===== config.mk =====
export PLATFORM = sky130hd
export DESIGN_NAME = rf_writeback_arbiter
export DESIGN_NICKNAME = d
export VERILOG_FILES = /design/src/rtl/rf_writeback_arbiter.sv
export SDC_FILE = /design/constraint.sdc
export NUM_CORES = 1
export LEC_CHECK = 0
export BUFFER_PORTS_ARGS = -buffer_cell sky130_fd_sc_hd__buf_2
export CAP_MARGIN = 0
export CORE_MARGIN = 1
export CORE_UTILIZATION = 56
export CTS_BUF_LIST = sky130_fd_sc_hd__clkbuf_4 sky130_fd_sc_hd__clkbuf_8
export CTS_CLUSTER_SIZE = 30
export DETAILED_ROUTE_END_ITERATION = 8
export GPL_ROUTABILITY_DRIVEN = 0
export GPL_TIMING_DRIVEN = 0
export PLACE_DENSITY = 0.82
export SLEW_MARGIN = 20
export SYNTH_ARGS = -nofsm -noshare
export SYNTH_HDL_FRONTEND = slang
export SYNTH_SLANG_ARGS = --single-unit

===== constraint.sdc =====
create_clock -name clk -period 4.2 [get_ports clk]
set_input_delay 0 -clock clk [delete_from_list [all_inputs] [get_ports clk]]
set_output_delay 0 -clock clk [all_outputs]
set_load 0.005 [all_outputs]

===== src/rtl/rf_writeback_arbiter.sv =====
// rf_writeback_arbiter
//   Write-side master for the 32x32 integer register file. It merges single-cycle
//   ALU/load results and variable-latency measurement results onto the one RF write
//   port. It also keeps a pending-destination scoreboard that decode uses to stall.
// Ports
//   clk, rst_n                        clock and synchronous active-low reset
//   alu_valid/alu_rd/alu_wd/alu_ready ALU result handshake (core holds while !alu_ready)
//   meas_valid/meas_rd/meas_wd        measurement result offer
//   meas_ready                        buffer not full
//   issue_valid/issue_rd/issue_ready  measurement issue from decode
//   rf_we/rf_rd/rf_wd                 registered register-file write port
//   pending                           registers awaiting measurement writeback
module rf_writeback_arbiter #(
  parameter int MEAS_FIFO_DEPTH = 2,
  parameter int MAX_OUTSTANDING = 4,
  parameter int STARVE_LIMIT    = 8
) (
  input  logic        clk,
  input  logic        rst_n,
  input  logic        alu_valid,
  input  logic [4:0]  alu_rd,
  input  logic [31:0] alu_wd,
  output logic        alu_ready,
  input  logic        meas_valid,
  input  logic [4:0]  meas_rd,
  input  logic [31:0] meas_wd,
  output logic        meas_ready,
  input  logic        issue_valid,
  input  logic [4:0]  issue_rd,
  output logic        issue_ready,
  output logic        rf_we,
  output logic [4:0]  rf_rd,
  output logic [31:0] rf_wd,
  output logic [31:0] pending
);

  localparam int PW = (MEAS_FIFO_DEPTH > 1) ? $clog2(MEAS_FIFO_DEPTH) : 1;
  localparam int CW = $clog2(MEAS_FIFO_DEPTH + 1);
  localparam int OW = $clog2(MAX_OUTSTANDING + 1);
  localparam int SW = $clog2(STARVE_LIMIT + 1);

  logic [4:0]    fifo_rd_r [0:MEAS_FIFO_DEPTH-1];
  logic [31:0]   fifo_wd_r [0:MEAS_FIFO_DEPTH-1];
  logic [PW-1:0] wr_ptr_r;
  logic [PW-1:0] rd_ptr_r;
  logic [CW-1:0] count_r;
  logic [SW-1:0] starve_r;
  logic [SW-1:0] starve_next_s;
  logic [OW-1:0] outstanding_r;
  logic [OW-1:0] outstanding_next_s;
  logic [31:0]   pending_r;
  logic [31:0]   pending_next_s;

  logic        empty_s;
  logic        full_s;
  logic        push_s;
  logic        issue_acc_s;
  logic        starve_hit_s;
  logic        alu_ready_s;
  logic        alu_grant_s;
  logic        head_grant_s;
  logic [4:0]  head_rd_s;
  logic [31:0] head_wd_s;

  assign empty_s      = (count_r == CW'(0));
  assign full_s       = (count_r == CW'(MEAS_FIFO_DEPTH));
  assign push_s       = meas_valid && !full_s;
  assign issue_acc_s  = issue_valid && issue_ready;
  assign starve_hit_s = !empty_s && (starve_r == SW'(STARVE_LIMIT));
  assign head_rd_s    = fifo_rd_r[rd_ptr_r];
  assign head_wd_s    = fifo_wd_r[rd_ptr_r];

  assign alu_ready   = alu_ready_s;
  assign meas_ready  = !full_s;
  assign issue_ready = (outstanding_r < OW'(MAX_OUTSTANDING));
  assign pending     = pending_r;

  // Grant selection: ALU first unless the buffered head has waited too long.
  always_comb begin
    alu_ready_s  = 1'b1;
    alu_grant_s  = 1'b0;
    head_grant_s = 1'b0;
    if (starve_hit_s) begin
      alu_ready_s  = 1'b0;
      head_grant_s = 1'b1;
    end else if (alu_valid) begin
      alu_grant_s = 1'b1;
    end else if (!empty_s) begin
      head_grant_s = 1'b1;
    end else begin
      head_grant_s = 1'b0;
    end
  end

  // Starvation counter next value; counts only while the head waits ungranted.
  always_comb begin
    starve_next_s = starve_r;
    if (head_grant_s) begin
      starve_next_s = SW'(0);
    end else if (!empty_s) begin
      starve_next_s = starve_r + SW'(1);
    end else begin
      starve_next_s = SW'(0);
    end
  end

  // Outstanding-count and pending-mask next values; a same-cycle issue overrides a clear.
  always_comb begin
    outstanding_next_s = outstanding_r;
    pending_next_s     = pending_r;
    if (issue_acc_s && !head_grant_s) begin
      outstanding_next_s = outstanding_r + OW'(1);
    end else if (!issue_acc_s && head_grant_s && (outstanding_r != OW'(0))) begin
      // Saturate: a result with nothing outstanding is a protocol error, flagged by the checker.
      outstanding_next_s = outstanding_r - OW'(1);
    end else begin
      outstanding_next_s = outstanding_r;
    end
    if (head_grant_s) begin
      pending_next_s[head_rd_s] = 1'b0;
    end else begin
      pending_next_s = pending_next_s;
    end
    if (issue_acc_s && (issue_rd != 5'd0)) begin
      pending_next_s[issue_rd] = 1'b1;
    end else begin
      pending_next_s = pending_next_s;
    end
    pending_next_s[0] = 1'b0;
  end

  // Measurement buffer: circular FIFO, push at tail, pop on head grant, no bypass.
  always_ff @(posedge clk) begin
    if (!rst_n) begin
      wr_ptr_r <= PW'(0);
      rd_ptr_r <= PW'(0);
      count_r  <= CW'(0);
      for (int i = 0; i < MEAS_FIFO_DEPTH; i++) begin
        fifo_rd_r[i] <= 5'd0;
        fifo_wd_r[i] <= 32'd0;
      end
    end else begin
      if (push_s) begin
        fifo_rd_r[wr_ptr_r] <= meas_rd;
        fifo_wd_r[wr_ptr_r] <= meas_wd;
        wr_ptr_r            <= wr_ptr_r + PW'(1);
      end
      if (head_grant_s) begin
        rd_ptr_r <= rd_ptr_r + PW'(1);
      end
      case ({push_s, head_grant_s})
        2'b10:   count_r <= count_r + CW'(1);
        2'b01:   count_r <= count_r - CW'(1);
        default: count_r <= count_r;
      endcase
    end
  end

  // Scoreboard and starvation state registers.
  always_ff @(posedge clk) begin
    if (!rst_n) begin
      starve_r      <= SW'(0);
      outstanding_r <= OW'(0);
      pending_r     <= 32'd0;
    end else begin
      starve_r      <= starve_next_s;
      outstanding_r <= outstanding_next_s;
      pending_r     <= pending_next_s;
    end
  end

  // Registered write port; x0 destinations consume the grant without writing.
  always_ff @(posedge clk) begin
    if (!rst_n) begin
      rf_we <= 1'b0;
      rf_rd <= 5'd0;
      rf_wd <= 32'd0;
    end else if (alu_grant_s) begin
      rf_we <= (alu_rd != 5'd0);
      rf_rd <= alu_rd;
      rf_wd <= alu_wd;
    end else if (head_grant_s) begin
      rf_we <= (head_rd_s != 5'd0);
      rf_rd <= head_rd_s;
      rf_wd <= head_wd_s;
    end else begin
      rf_we <= 1'b0;
    end
  end

  rf_writeback_arbiter_chk u_chk (
    .clk       (clk),
    .rst_n     (rst_n),
    .meas_xfer (push_s),
    .out_zero  (outstanding_r == OW'(0))
  );

endmodule

// rf_writeback_arbiter_chk
//   Protocol checker: a measurement result must not arrive with nothing outstanding.
// Ports
//   clk, rst_n  clock and reset of the arbiter
//   meas_xfer   measurement accepted this cycle
//   out_zero    no measurements outstanding
module rf_writeback_arbiter_chk (
  input logic clk,
  input logic rst_n,
  input logic meas_xfer,
  input logic out_zero
);

  // Unsolicited measurement results indicate a broken quantum-unit handshake.
  a_no_unsolicited_meas : assert property (@(posedge clk) disable iff (!rst_n)
    !(meas_xfer && out_zero));

endmodule

==> out/qor.txt <==
run status -> complete, but fails checks
failing checks -> design-rule violations
worst hold path startpoint -> issue_rd[1]
NetSw -> 1.396 mW
clock-pin slew on the worst setup and hold paths -> 0.09 ns
peak supply drop -> 0.2662 mV
global route overflow -> 0
routing usage on met2 -> 55.32%
via count -> 6068
Worst path max stage delay -> 0.56 ns
DRC Markers -> 10
relative slew slack -> 53.15%
Worst Path Max Fanout -> 10
CP cell instances -> buf_4 > buf_4 > buf_2 > mux2i_1 > nor2_1 > a21oi_1 > o21ai_1 > dlygate4sd3_1
clock tree buffer depth -> 2
final hold vios -> 0
Synth area leader -> edfxtp_1
Synth async-reset ratio -> 0%
RSZ-0062 raised after global routing -> no
EDFF count, synth -> 74
Endpoint, Worst Hold -> pending[8]
Seq cells post-synth -> 155
FF/Latch Area -> 0.003844 sq mm
hpwl dp -> 11970 microns
worst hold slack -> 0.04236 ns
CTS tree -> yes
f_max -> 433.2 MHz
clock sink count -> 155
Comb pwr share -> 28.8%
Warnings, synthesis -> 0
Initial Util -> 58.60%
R2R Path End -> rf_wd[1]
Worst EP required -> 4.55 ns
syn_nets -> 713
HP Class -> in -> reg
top cell type's share of synthesized area -> 32.65%
FP Rows -> 39
Clk pwr share -> 26.4%
Clock Skew -> 0.01171 ns
Mapped Area -> 0.006805 sq mm
largest net degree at the start of global routing -> 22
die area -> 0.01260 sq mm
first-pass GRT wire length -> 30080 microns
Tmin final -> 2.309 ns
reg2reg path depth -> 8
sequential power share -> 44.8%
CP most frequent cell -> buf_4
Power Dens Cells -> 480.6 mW/mm^2
1st-pass router iterations -> 9
Final ANT Viol Nets -> 0
final core occ -> 77.84%
TritonCTS Buffers -> 17
syn avg cell area -> 10.89 sq um
post_cts resized -> 0
vias per cell -> 5.846
Worst setup EP type -> flip-flop
Most Used Layer, Global Route -> met2
total power -> 4.344 mW
gate count after technology mapping -> 625
die height -> 112.2 microns
ys flop type -> dfxtp_1
FILL cells -> 713
Leakage -> 3.713 nW
multi-input logic area -> 0.002688 sq mm
critical path class -> reg -> reg
final setup fails -> 0
layout cells sized above 1 -> 27.15%
Slew @ Worst Pin -> 0.7000 ns
switch share -> 32.13%
GR Util met3 -> 6.317%
critical path's slowest cell -> dlygate4sd3_1
DRT iter0 DRCs -> 551
I/O Buffers -> 154
register area share after synthesis -> 56.48%
R2R setup slack -> 1.89 ns
clk root buf -> clkbuf_8
I/O Pins -> 157
Hold Path Cell Cnt -> 3
H-tree depth -> 4
GR Util met1 -> 36.64%
Nets -> 970
Tot GR Track Use -> 31.36%
Worst Setup Start Kind -> flip-flop
Synth cell types -> 56
max-cap violation count -> 0
Routed WL per cell -> 18.57 microns
Area Overhead vs Synth -> 32.84%
Int Pwr -> 2.949 mW
Worst-Skew Late Latency -> 0.45 ns
setup TNS -> 0 ns
CP arrival -> 2.66 ns
core area -> 0.01161 sq mm
number of global-route vias before repair -> 6063
die span in x -> 112.2 microns
DRT Wirelength -> 19280 microns
largest cells by area after synthesis -> edfxtp_1 (33%), dfxtp_1 (24%), and2_1 (6.9%), mux2i_1 (4.9%), a32o_1 (4.6%)
antenna violations before repair -> 0
diodes inserted -> 0
Final Cycle Share -> 54.97%
max-slew violations -> 0
logic make-up (layout without fill, tap and decap cells):
| kind of cell | Yosys count | count (layout) | share of synthesized area [%] |
|---|---|---|---|
| simple gates | 248 | 248 | 19.27 |
| fa+ha+maj | 4 | 4 | 0.8458 |
| compound gates | 123 | 123 | 12.34 |
| other cells | 1 | 1 | 0.05510 |
| xor+xnor | 7 | 7 | 0.9009 |
| mux | 38 | 38 | 5.883 |
| flops | 155 | 155 | 56.48 |
| buf+inv | 49 | 319 | 4.229 |
routing by layer:
layer	vias to the layer above	routed length, microns
li1	2762	-
met1	2860	7304
met2	396	9715
met3	50	1708
met4	0	549
met5	-	0
cells in the final DEF, fill, tap and decap left out, types with 4 or more instances in the layout:
master and count:
buf_2 167, nand3_1 39, a32o_1 31, nor2_1 56, buf_4 7, o21ai_1 32, inv_1 6, dlygate4sd3_1 82
and3_1 4, clkbuf_8 17, edfxtp_1 74, clkinv_2 8, a21oi_1 35, mux2i_1 33, o21ai_0 5, buf_6 8
a31oi_1 4, a222oi_1 4, dfxtp_1 81, clkbuf_1 8, nand2b_1 6, xnor2_1 5, nand2_1 39, nor2_2 8
buf_1 4, and2_1 75
stage by stage:
stage,setup slack (ns),instance area (sq um),instances
6_report,1.891,9040,1038
3_5_place_dp,1.960,7824,924
5_1_grt,1.776,9040,1038
3_3_place_gp,-1.141,7755,922
4_1_cts,1.954,9040,1038
2_1_floorplan,0.3000,6805,625
cell usage after synthesis (13+ instances only):
library cell and instances:
a21oi_1 35, a32o_1 31, and2_1 75, buf_2 13, dfxtp_1 81, edfxtp_1 74, mux2i_1 33, nand2_1 39
nand3_1 39, nor2_1 56, o21ai_1 32
worst max-delay path, delay by kind of cell, from the launching register on:
kind	cells	cell delay, ns
AO/OA/AOI/OAI	2	0.28
AND/OR/NAND/NOR	1	0.06
flip-flops	1	0.32
buffers and inverters	4	1.30
multiplexers	1	0.23
state kept, by name, summed over array words and instances, names as in the netlist, named ones only:
name           count
fifo_wd_r         64
rf_rd              5
fifo_rd_r         10
starve_r           4
rf_we              1
pending           31
outstanding_r      3
count_r            2
rd_ptr_r           1
wr_ptr_r           1
rf_wd             32
power groups by stage:
stage / Sequential, mW / Combinational, mW / Clock, mW
2_1_floorplan: 1.96 / 0.785 / 0
3_3_place_gp: 1.96 / 1.08 / 0
3_5_place_dp: 1.97 / 1.15 / 0
4_1_cts: 1.94 / 1.22 / 1.14
5_1_grt: 1.96 / 1.35 / 1.21
6_report: 1.95 / 1.25 / 1.15
final cells by class:
cell class | count | area share [%]
flip-flops and latches | 155 | 42.52
multi-input cells | 421 | 29.73
repair buffers | 238 | 18.21
plain buffers | 41 | 2.851
clock buffers | 18 | 2.671
well taps | 143 | 1.979
clock inverters | 14 | 1.702
inverters | 8 | 0.3322
worst max path at each step:
stage	from	to
floorplan	count_r[0]	fifo_rd_r[0][0]
global placement	count_r[0]	fifo_wd_r[0][12]
detailed placement	starve_r[0]	outstanding_r[1]
CTS	starve_r[0]	outstanding_r[1]
global route	flip-flop	rf_wd[1]
finish	flip-flop	rf_wd[1]
repair_timing:
action,CTS,global route
hold endpoints to repair,120,0
hold buffers,82,0
setup buffers,0,0
No activity file was read; power rests on OpenSTA's default activity.
